===== src/rtl/center_of_mass.sv =====
// Pixel centroid engine: accumulates pixel coordinates, then divides the sums by the
// pixel count with two parallel 32-cycle restoring dividers and publishes the result.
module center_of_mass (
    input  logic        clk_in,
    input  logic        rst_in,
    input  logic [10:0] x_in,
    input  logic [9:0]  y_in,
    input  logic        valid_in,
    input  logic        tabulate_in,
    output logic [10:0] x_out,
    output logic [9:0]  y_out,
    output logic        valid_out
);

    typedef enum logic [1:0] {
        IDLE   = 2'd0,
        DIVIDE = 2'd1,
        DONE   = 2'd2
    } state_t;

    state_t state_reg;
    state_t state_next;

    logic [31:0] sum_x_reg;
    logic [31:0] sum_y_reg;
    logic [19:0] count_reg;
    logic [5:0]  iter_reg;
    logic [31:0] divisor_reg;

    logic        accept;
    logic        iter_done;
    logic        publish;

    logic [1:0][31:0] dividend;
    logic [20:0]      quotient_low;

    assign accept    = (state_reg == IDLE) && tabulate_in && (count_reg != 20'd0);
    assign iter_done = (iter_reg == 6'd32);
    // One extra DIVIDE cycle after the 32nd quotient bit latches the outputs,
    // so valid_out coincides exactly with the DONE state.
    assign publish   = (state_reg == DIVIDE) && iter_done;
    assign dividend  = {sum_y_reg, sum_x_reg};

    always_ff @(posedge clk_in or negedge rst_in) begin
        if (!rst_in) begin
            state_reg <= IDLE;
        end else begin
            state_reg <= state_next;
        end
    end

    always_comb begin
        state_next = state_reg;
        case (state_reg)
            IDLE:    if (accept) state_next = DIVIDE;
            DIVIDE:  if (iter_done) state_next = DONE;
            DONE:    state_next = IDLE;
            default: state_next = IDLE;
        endcase
    end

    // Pixels are only taken in IDLE without a tabulate request; an accepted
    // request snapshots and clears the sums in the same edge.
    always_ff @(posedge clk_in or negedge rst_in) begin
        if (!rst_in) begin
            sum_x_reg <= 32'd0;
            sum_y_reg <= 32'd0;
            count_reg <= 20'd0;
        end else if (state_reg == IDLE) begin
            if (accept) begin
                sum_x_reg <= 32'd0;
                sum_y_reg <= 32'd0;
                count_reg <= 20'd0;
            end else if (valid_in && !tabulate_in) begin
                sum_x_reg <= sum_x_reg + {21'd0, x_in};
                sum_y_reg <= sum_y_reg + {22'd0, y_in};
                count_reg <= count_reg + 20'd1;
            end
        end
    end

    always_ff @(posedge clk_in or negedge rst_in) begin
        if (!rst_in) begin
            iter_reg    <= 6'd0;
            divisor_reg <= 32'd0;
        end else if (accept) begin
            iter_reg    <= 6'd0;
            divisor_reg <= {12'd0, count_reg};
        end else if ((state_reg == DIVIDE) && !iter_done) begin
            iter_reg    <= iter_reg + 6'd1;
        end
    end

    genvar gi;
    generate
        for (gi = 0; gi < 2; gi++) begin : g_lane
            logic [31:0] quo_reg;
            logic [31:0] rem_reg;
            logic [32:0] shifted;
            logic [32:0] trial;

            // Dividend bits shift out of the top of quo_reg into the remainder
            // while quotient bits shift in at the bottom.
            assign shifted = {rem_reg, quo_reg[31]};
            assign trial   = shifted - {1'b0, divisor_reg};

            always_ff @(posedge clk_in or negedge rst_in) begin
                if (!rst_in) begin
                    quo_reg <= 32'd0;
                    rem_reg <= 32'd0;
                end else if (accept) begin
                    quo_reg <= dividend[gi];
                    rem_reg <= 32'd0;
                end else if ((state_reg == DIVIDE) && !iter_done) begin
                    if (trial[32]) begin
                        rem_reg <= shifted[31:0];
                        quo_reg <= {quo_reg[30:0], 1'b0};
                    end else begin
                        rem_reg <= trial[31:0];
                        quo_reg <= {quo_reg[30:0], 1'b1};
                    end
                end
            end

            if (gi == 0) begin : g_x
                assign quotient_low[10:0] = quo_reg[10:0];
            end else begin : g_y
                assign quotient_low[20:11] = quo_reg[9:0];
            end
        end
    endgenerate

    always_ff @(posedge clk_in or negedge rst_in) begin
        if (!rst_in) begin
            x_out     <= 11'd0;
            y_out     <= 10'd0;
            valid_out <= 1'b0;
        end else begin
            valid_out <= publish;
            if (publish) begin
                x_out <= quotient_low[10:0];
                y_out <= quotient_low[20:11];
            end
        end
    end

endmodule


===== config.mk =====
export PLATFORM = sky130hd
export DESIGN_NAME = center_of_mass
export DESIGN_NICKNAME = d
export VERILOG_FILES = /design/src/rtl/center_of_mass.sv
export SDC_FILE = /design/constraint.sdc
export NUM_CORES = 1
export LEC_CHECK = 0
export CORE_MARGIN = 2
export CORE_UTILIZATION = 62
export CTS_CLUSTER_DIAMETER = 30
export DETAILED_ROUTE_END_ITERATION = 16
export GPL_ROUTABILITY_DRIVEN = 0
export PLACE_DENSITY = 0.88
export SLEW_MARGIN = 20
export SYNTH_ARGS = -nofsm -noshare
export SYNTH_HDL_FRONTEND = slang
export SYNTH_SLANG_ARGS = --single-unit

===== constraint.sdc =====
create_clock -name clk_in -period 3.79 [get_ports clk_in]
set_input_delay 0.758 -clock clk_in [delete_from_list [all_inputs] [get_ports clk_in]]
set_output_delay 0.758 -clock clk_in [all_outputs]
set_load 0.05 [all_outputs]

# Yosys cells after proc, flatten, opt, wreduce, memory -nomap -nowiden
# Cells that the tools add are included.
totals:
  register_bits: 262
  latch_bits: 0
  mem_bits_rw: 0
  mem_bits_ro: 0
  in_bits: 25
  output_inout_bits: 22
  elab_cells: 59
  n_memories: 0
op_classes:
  n_addsub: 6
  n_mul: 0
  div: 0
  magnitude_cmp: 0
  n_eq_ne: 4
  shift: 0
  muxes: 23
  bitwise: 0
  reduce_logical: 13
op_table:
  columns: ["cell", "n"]
  rows:
  - ["$mux W32", 14]
  - ["$sub A33 B20 Y33", 2]
  - ["$mux W20", 2]
  - ["$add A32 B10 Y32", 1]
  - ["$add A32 B11 Y32", 1]
  - ["$add A20 B1 Y20 const B", 1]
  - ["$reduce_bool A20 Y1", 1]
  - ["$mux W6", 2]
  - ["$add A6 B1 Y6 const B", 1]
  - ["$eq A6 B6 Y1 const B", 1]
  - ["$logic_and A1 B1 Y1", 5]
  - ["$mux W2", 2]
  - ["$ne A2 B2 Y1 const B", 2]
  - ["$pmux W2 S2", 1]
  - ["$reduce_and A2 Y1", 2]
  - ["$reduce_bool A2 Y1", 2]
  - ["$eq A2 B1 Y1 const B", 1]
  - ["$logic_not A1 Y1", 2]
  - ["$logic_not A2 Y1", 1]
  - ["$mux W1", 2]

# Longest topological paths before layout
# Gate-level depths: netlist (run 1).
depth:
  word_depth: 5
  ltp_mapped: 14
  mapped_depth_nobuf: 12

# Worst setup path after synthesis (run 1)
# No wires, ideal clock.
synth_timing:
  kind: "register to register"
  startpoint: "register g_lane[1].rem_reg[18]"
  endpoint: "register g_lane[1].rem_reg[24]"
  setup_time_ns: 0.126
  t_arrival_ns: 3.012
  t_required_ns: 3.664
  setup_slack_ns: 0.652
  stages_incl_launch_ff: 10
  n_path_buf: 0
  path_cell_list: "dfrtp_1 > ha_1 > and2_1 > or4b_2 > nor4_1 > nand3_1 > xnor2_1 > nor4b_2 > a21oi_1 > a311o_1"
synth_via:
  elab_chain_cells: 4
synth_rtl:
  columns: ["item", "line_no", "text"]
  rows:
  - ["from (decl)", "98", "logic [31:0] rem_reg;"]
  - ["from (signal assigned)", "116", "rem_reg <= shifted[31:0];"]
  - ["from (signal assigned)", "119", "rem_reg <= trial[31:0];"]
  - ["$sub A33 B20 Y33", "105", "assign trial = shifted - {1'b0, divisor_reg};"]
  - ["$mux W32", "115", "if (trial[32]) begin"]
  - ["$mux W32", "114", "end else if ((state_reg == DIVIDE) && !iter_done) begin"]
  - ["$mux W32", "111", "end else if (accept) begin"]
# Every way passes these cells. The select of a mux whose other input is x is not followed.
# A chain may end at the register's enable or synchronous reset.

# Final worst setup path (run 1)
layout_timing:
  startpoint: "input port x_in[1]"
  endpoint: "register sum_x_reg[31]"
layout_via:
  elab_chain_cells: 3
layout_rtl:
  columns: ["item", "line_no", "text"]
  rows:
  - ["from (decl)", "6", "input logic [10:0] x_in,"]
  - ["$add A32 B11 Y32", "75", "sum_x_reg <= sum_x_reg + {21'd0, x_in};"]
  - ["$mux W32", "74", "end else if (valid_in && !tabulate_in) begin"]
  - ["$mux W32", "70", "if (accept) begin"]
  - ["to (signal assigned)", "75", null]
  - ["to (decl)", "24", "logic [31:0] sum_x_reg;"]
# Every way passes these cells. The select of a mux whose other input is x is not followed.

==> flow_summary.ini, run 1 <==
[critical_path]
crit_chain = clkdlybuf4s50_1 > ha_1 > a21o_1 > a21o_1 > a2111oi_0 > o21ai_0 > a41oi_1 > buf_4 > and4b_1 > xnor2_1 > nor2_1
path_class = in2reg
cp.required_ns = 4.21
r2r_cells = 13
cp.arrival_ns = 3.85
worstReg2RegStart = g_lane[1].quo_reg[31]$_DFFE_PN0P_
worst-path-buf-inv = 2
cpMostUsedCell = a21o_1
reg2reg_to = g_lane[1].rem_reg[24]$_DFFE_PN0P_
worst_setup_path_start_kind = input port
slowest_stage = a2111oi_0
crit_family = compound AO/OA/AOI/OAI gates
timing.critical_path.slowest_cell_delay_ns = 0.76
crit_fanout = 14
rrSetupSlack_ns = 0.36
end_kind = flop

[synthesis]
synth_edf_count = 0
synth_top_area_share_pct = 44.23
syn_nets = 1732
synthCells = 1638
yosysMostFrequentCell = nand2_1
yosysTopAreaCell = dfrtp_1
synthArstFlopShare_pct = 100.0
netlist_top_cells_count = nand2_1 (272), dfrtp_1 (262), o21ai_0 (141)
synth_seq_cells = 262
synth.area.top_cells = dfrtp_1 (44%), nand2_1 (6.9%), ha_1 (5.5%)
yosysWarnings = 0
syn_area_per_cell_um2 = 9.049
synth_ff_type = dfrtp_1
yosysSeqAreaShare_pct = 44.23
syn_area_um2 = 14820
ys_types = 70

[placed_design]
numPlacedInstances = 1954
place.port_buffers = 46
place_area_um2 = 15680
hpwl_um = 23850

[floorplan]
fp.dieH_um = 158.6
io_pins = 47
rows = 56
core_um2 = 23470
dieWidth_um = 158.6
start_util_pct = 63.14
die_area_um2 = 25160

[global_route]
grt_pass1_vias = 13140
grt_max_degree = 100
antenna_found_initial = 0
grtUsageTotal_pct = 31.78
gr-total-overflow = 0
grt_pass1_wl_um = 64600

[drt]
totalWireLength_um = 39540
route.detailed.drc = 0
antenna_left = 0
drt-initial-drc-count = 1517
drtPass1Iterations = 7
vias = 13250
viasPerCell = 6.472
wl_per_cell_um = 19.32

[pwr]
power_switching_w = 0.007717
p_comb_share_pct = 48.4
clkPwrFrac_pct = 25.9
total_power_w = 0.01779
p_leak_nw = 7.817
intPower_w = 0.01007
power.density_nw_per_um2 = 1019
swShare_pct = 43.39
seqPwrFrac_pct = 25.7
peakVddDrop_mv = 0.7185

[clock_tree]
ctsHoldBuffers = 0
cts_setup_buffers = 0
cts_resized = 0
clock_path_buffers = 3
cts.htree.levels = 2
clk-insertion-delay-late_ns = 0.57
path_clk_slew_ns = 0.05
cts_tree = built
cts_num_sinks = 262
numCtsBuffers = 51
cts-root-buf = clkbuf_16

[flow_run]
cap_violations = 0

[layout]
antenna_cells = 0
fin_util_pct = 74.37
syn_to_final_growth_pct = 17.77
final_nets = 1782
final_layout_size_suffix_gt1_share_pct = 9.838
stdcell_count = 2047
multi_input_area_um2 = 7800
n_fill_cell = 1462
ff_latch_area_um2 = 6556
design_area_um2 = 17460

[timing]
relSlewSlack_pct = 38.14
timing_hold_violations_final = 0
setup_viol = 0
fmax_ghz = 0.2914
fin_crit_ns = 3.431
rsz0062_at_grt = no
worst_slew_pin_slew_ns = 0.9045
clock_skew_ns = 0.02226
fin_crit_sh_pct = 90.54
slew_violations = 0

[outcome]
status = complete, no violations

[worst_hold_path]
hp-class = in2async
-- stage by stage --
step	setup WS (ns)	TNS (ns)	hold slack, ns
2_1_floorplan	0.6517	0	0.4458
3_3_place_gp	0.1009	0	0.4587
3_5_place_dp	-0.01604	-0.01604	0.4630
4_1_cts	0.3663	0	0.2578
5_1_grt	0.1461	0	0.2753
6_report	0.3587	0	0.2125
-- power by group through the flow --
stage               combinational, W  sequential, W  clock [W]
floorplan                    0.00612        0.00454          0
global placement             0.00789        0.00448          0
detailed placement           0.00822        0.00453          0
CTS                          0.00847        0.00454    0.00463
global route                 0.00947        0.00466    0.00476
finish                       0.00861        0.00457    0.00461
-- cells by family after synthesis --
| logic type | synth area share [%] |
|---|---|
| simple gates | 18.93 |
| mux | 3.090 |
| xor+xnor | 6.086 |
| fa+ha+maj | 6.027 |
| compound gates | 18.27 |
| flops | 44.23 |
| buf+inv | 3.368 |
-- worst reg2reg max path: cells and delay by family, from the launching register on --
| kind | cells | cell delay, ns |
|---|---|---|
| flops | 1 | 0.41 |
| fa+ha+maj | 2 | 0.57 |
| compound gates | 7 | 1.76 |
| buf+inv | 3 | 0.33 |
| simple gates | 1 | 0.24 |
-- routing by layer --
layer,global-route usage (%),up-vias,wire (um)
met5,0,-,0
met4,13.38,0,1356
met3,6.015,135,3103
met2,52.73,659,19570
met1,41.04,6481,15510
li1,-,5973,-
-- cells in the final DEF (no fill, tap or decap), types with 6 or more instances in the layout --
cell / instances
buf_4: 31
nor2_1: 93
clkdlybuf4s50_1: 45
nand4_1: 19
xor2_1: 54
nor3b_1: 7
a211o_1: 6
xnor2_1: 48
o211ai_1: 12
bufinv_16: 6
mux2_2: 22
a21oi_1: 105
ha_1: 65
o31ai_1: 16
or3_1: 23
o21ai_0: 141
o21bai_1: 7
or4_1: 12
mux2i_1: 21
inv_1: 50
nor3_1: 28
a21o_1: 18
a22oi_1: 63
a211oi_1: 10
dfrtp_1: 262
a31oi_1: 8
nand2b_1: 9
nand3_1: 66
and3_1: 11
nor2b_1: 7
nor4_1: 12
nand2_1: 272
clkinv_2: 8
clkinvlp_4: 9
clkbuf_16: 52
-- cell type report --
type / instances / area share (%)
multi-input cells: 1244 / 44.68
flip-flops and latches: 262 / 37.56
clock buffers: 61 / 7.878
repair buffers: 79 / 4.229
clock inverters: 32 / 2.287
well taps: 319 / 2.287
inverters: 50 / 1.075
-- how the worst max path moves through the flow --
stage / from / endpoint / slack (ns) / cells past startpoint
6_report: x_in[1] / sum_x_reg[31]$_DFFE_PN0P_ / 0.36 / 11
4_1_cts: x_in[1] / sum_x_reg[31]$_DFFE_PN0P_ / 0.37 / 11
3_3_place_gp: x_in[1] / sum_x_reg[31]$_DFFE_PN0P_ / 0.10 / 11
2_1_floorplan: g_lane[1].rem_reg[18]$_DFFE_PN0P_ / g_lane[1].rem_reg[24]$_DFFE_PN0P_ / 0.65 / 9
3_5_place_dp: x_in[1] / sum_x_reg[31]$_DFFE_PN0P_ / -0.02 / 11
5_1_grt: g_lane[1].quo_reg[31]$_DFFE_PN0P_ / g_lane[1].rem_reg[24]$_DFFE_PN0P_ / 0.15 / 13
No activity file was read; power rests on OpenSTA's default activity.
==> run 2, diff against run 1 <==
--- a/config.mk
+++ b/config.mk
@@ -7,9 +7,8 @@
 export LEC_CHECK = 0
 export CORE_MARGIN = 2
 export CORE_UTILIZATION = 62
-export CTS_CLUSTER_DIAMETER = 30
+export CTS_CLUSTER_DIAMETER = 80
 export DETAILED_ROUTE_END_ITERATION = 16
-export GPL_ROUTABILITY_DRIVEN = 0
 export PLACE_DENSITY = 0.88
 export SLEW_MARGIN = 20
 export SYNTH_ARGS = -nofsm -noshare
==> run 2 against run 1 <==
Compared with the run above:
- non-clock buffer count stayed put
- combinational power is 2% lower
- routed wire length is 8.5% lower
- register-to-register slack hardly changed
- largest power group unchanged
- maximum frequency is 0.36% lower
- first-iteration DRC count is 25% lower
- clock power is 40% lower
- global-route usage is 2.5 points lower
==> flow_summary.ini, run 2 (synthesis gave the netlist of run 1 again) <==
[outcome]
status = complete, no violations

[timing]
whs_ns = 0.2183
tns_ns = 0
clock_skew_ns = 0.01098
fin_crit_sh_pct = 90.86
relSlewSlack_pct = 40.64
fmax_ghz = 0.2904
fin_crit_ns = 3.444
setup_ws_ns = 0.3463
slew_violations = 0
timing_hold_violations_final = 0
worst_slew_pin_slew_ns = 0.8904
rsz0062_at_grt = no
setup_viol = 0

[drt]
antenna_left = 0
vias = 12650
drt-initial-drc-count = 1135
drtPass1Iterations = 6
viasPerCell = 6.318
wl_per_cell_um = 18.06
route.detailed.drc = 0
totalWireLength_um = 36180

[critical_path]
path_class = reg2reg
rrSetupSlack_ns = 0.35
crit_fanout = 9
end_kind = flop
cp.arrival_ns = 3.84
cp.required_ns = 4.19
worst_setup_path_start_kind = flop

[clock_tree]
cts-root-buf = clkbuf_16
cts_setup_buffers = 0
cts.htree.levels = 1
path_clk_slew_ns = 0.07
numCtsBuffers = 27
cts_resized = 0
clock_path_buffers = 3
ctsHoldBuffers = 0
cts_tree = built
cts_num_sinks = 262
clk-insertion-delay-late_ns = 0.53

[placed_design]
gp_congestion = 0.9322
place_area_um2 = 15690
hpwl_um = 23510
place.port_buffers = 46
post-place-ws_ns = -0.05837

[global_route]
grt_max_degree = 100
grt_pass1_wl_um = 60190
antenna_found_initial = 0
grt_pass1_vias = 12330
grtUsageTotal_pct = 29.25
gr-total-overflow = 0

[floorplan]
io_pins = 47
fp.dieH_um = 158.6
core_um2 = 23470
dieWidth_um = 158.6
die_area_um2 = 25160
start_util_pct = 63.14
rows = 56

[layout]
mostFrequentLayoutCells = nand2_1 (272), dfrtp_1 (262), o21ai_0 (141)
syn_to_final_growth_pct = 12.10
final_layout_size_suffix_gt1_share_pct = 7.601
final_common_cell = nand2_1
final_nets = 1758
design_area_um2 = 16610
antenna_cells = 0

[pwr]
p_comb_share_pct = 53.8
seqPwrFrac_pct = 28.7
clkPwrFrac_pct = 17.5
swShare_pct = 44.90
peakVddDrop_mv = 0.6709
p_leak_nw = 7.417
intPower_w = 0.008662
power.density_nw_per_um2 = 946.2
power_switching_w = 0.007058

[worst_hold_path]
hp-class = in2async

[flow_run]
cap_violations = 0
run 2: cell count changes in the layout (fill, tap and decap cells not counted), sizes merged:
cell,previous run,this run
clkinvlp,9,5
inv,54,50
clkinv,13,6
bufinv,6,3
clkbuf,61,35
run 2: through the flow:
stage	total power, W	cells	util, %
after floorplan	0.01066	1638	-
after global placement	0.01240	1954	66.86
after detailed placement	0.01276	1954	66.86
after CTS	0.01563	2003	70.78
after global routing	0.01687	2003	70.78
final	0.01572	2003	70.78
run 2: final timing paths:
| kind | cells past startpoint | start | endpoint |
|---|---|---|---|
| hold / removal | 1 | rst_in | g_lane[1].rem_reg[12]$_DFFE_PN0P_ |
| hold reg to reg | 2 | g_lane[0].quo_reg[18]$_DFFE_PN0P_ | g_lane[0].quo_reg[18]$_DFFE_PN0P_ |
| min in group clk_in | 2 | g_lane[0].quo_reg[18]$_DFFE_PN0P_ | g_lane[0].quo_reg[18]$_DFFE_PN0P_ |
| max in group asynchronous | 2 | rst_in | y_out[6]$_DFFE_PN0P_ |
| setup reg to reg | 11 | divisor_reg[0]$_DFFE_PN0P_ | g_lane[0].rem_reg[31]$_DFFE_PN0P_ |
| setup / recovery | 11 | divisor_reg[0]$_DFFE_PN0P_ | g_lane[0].rem_reg[31]$_DFFE_PN0P_ |
run 2: critical path, stage by stage, from the launching register on:
cell and delay, ns:
dfrtp_1 0.43, ha_1 0.23, inv_1 0.06, fa_1 0.23
a211oi_1 0.11, o21ba_2 0.26, a2111o_1 0.44, a211o_1 0.37
a2111oi_4 0.58, nor4b_2 0.37, xnor2_1 0.16, o21ai_1 0.07
run 2: power by group through the flow:
stage / registers [W] / clock network (W) / logic (W)
floorplan: 0.00454 / 0 / 0.00612
global route: 0.00463 / 0.00289 / 0.00934
detailed placement: 0.00452 / 0 / 0.00824
global placement: 0.00448 / 0 / 0.00792
finish: 0.00452 / 0.00275 / 0.00846
CTS: 0.00450 / 0.00278 / 0.00835
run 2: metal layers:
metal | routed length [um] | track usage (%)
met1 | 15590 | 40.94
met3 | 2239 | 3.620
met4 | 944 | 8.752
met5 | 0 | 0
met2 | 17410 | 48.09
run 2: layout make-up:
type	count	area, um^2
multi-input cells	1244	7800
fillers	1625	6858
flip-flops and latches	262	6556
clock buffers	35	755.7
repair buffers	79	750.7
well taps	319	399.1
inverters	50	187.7
clock inverters	14	165.2
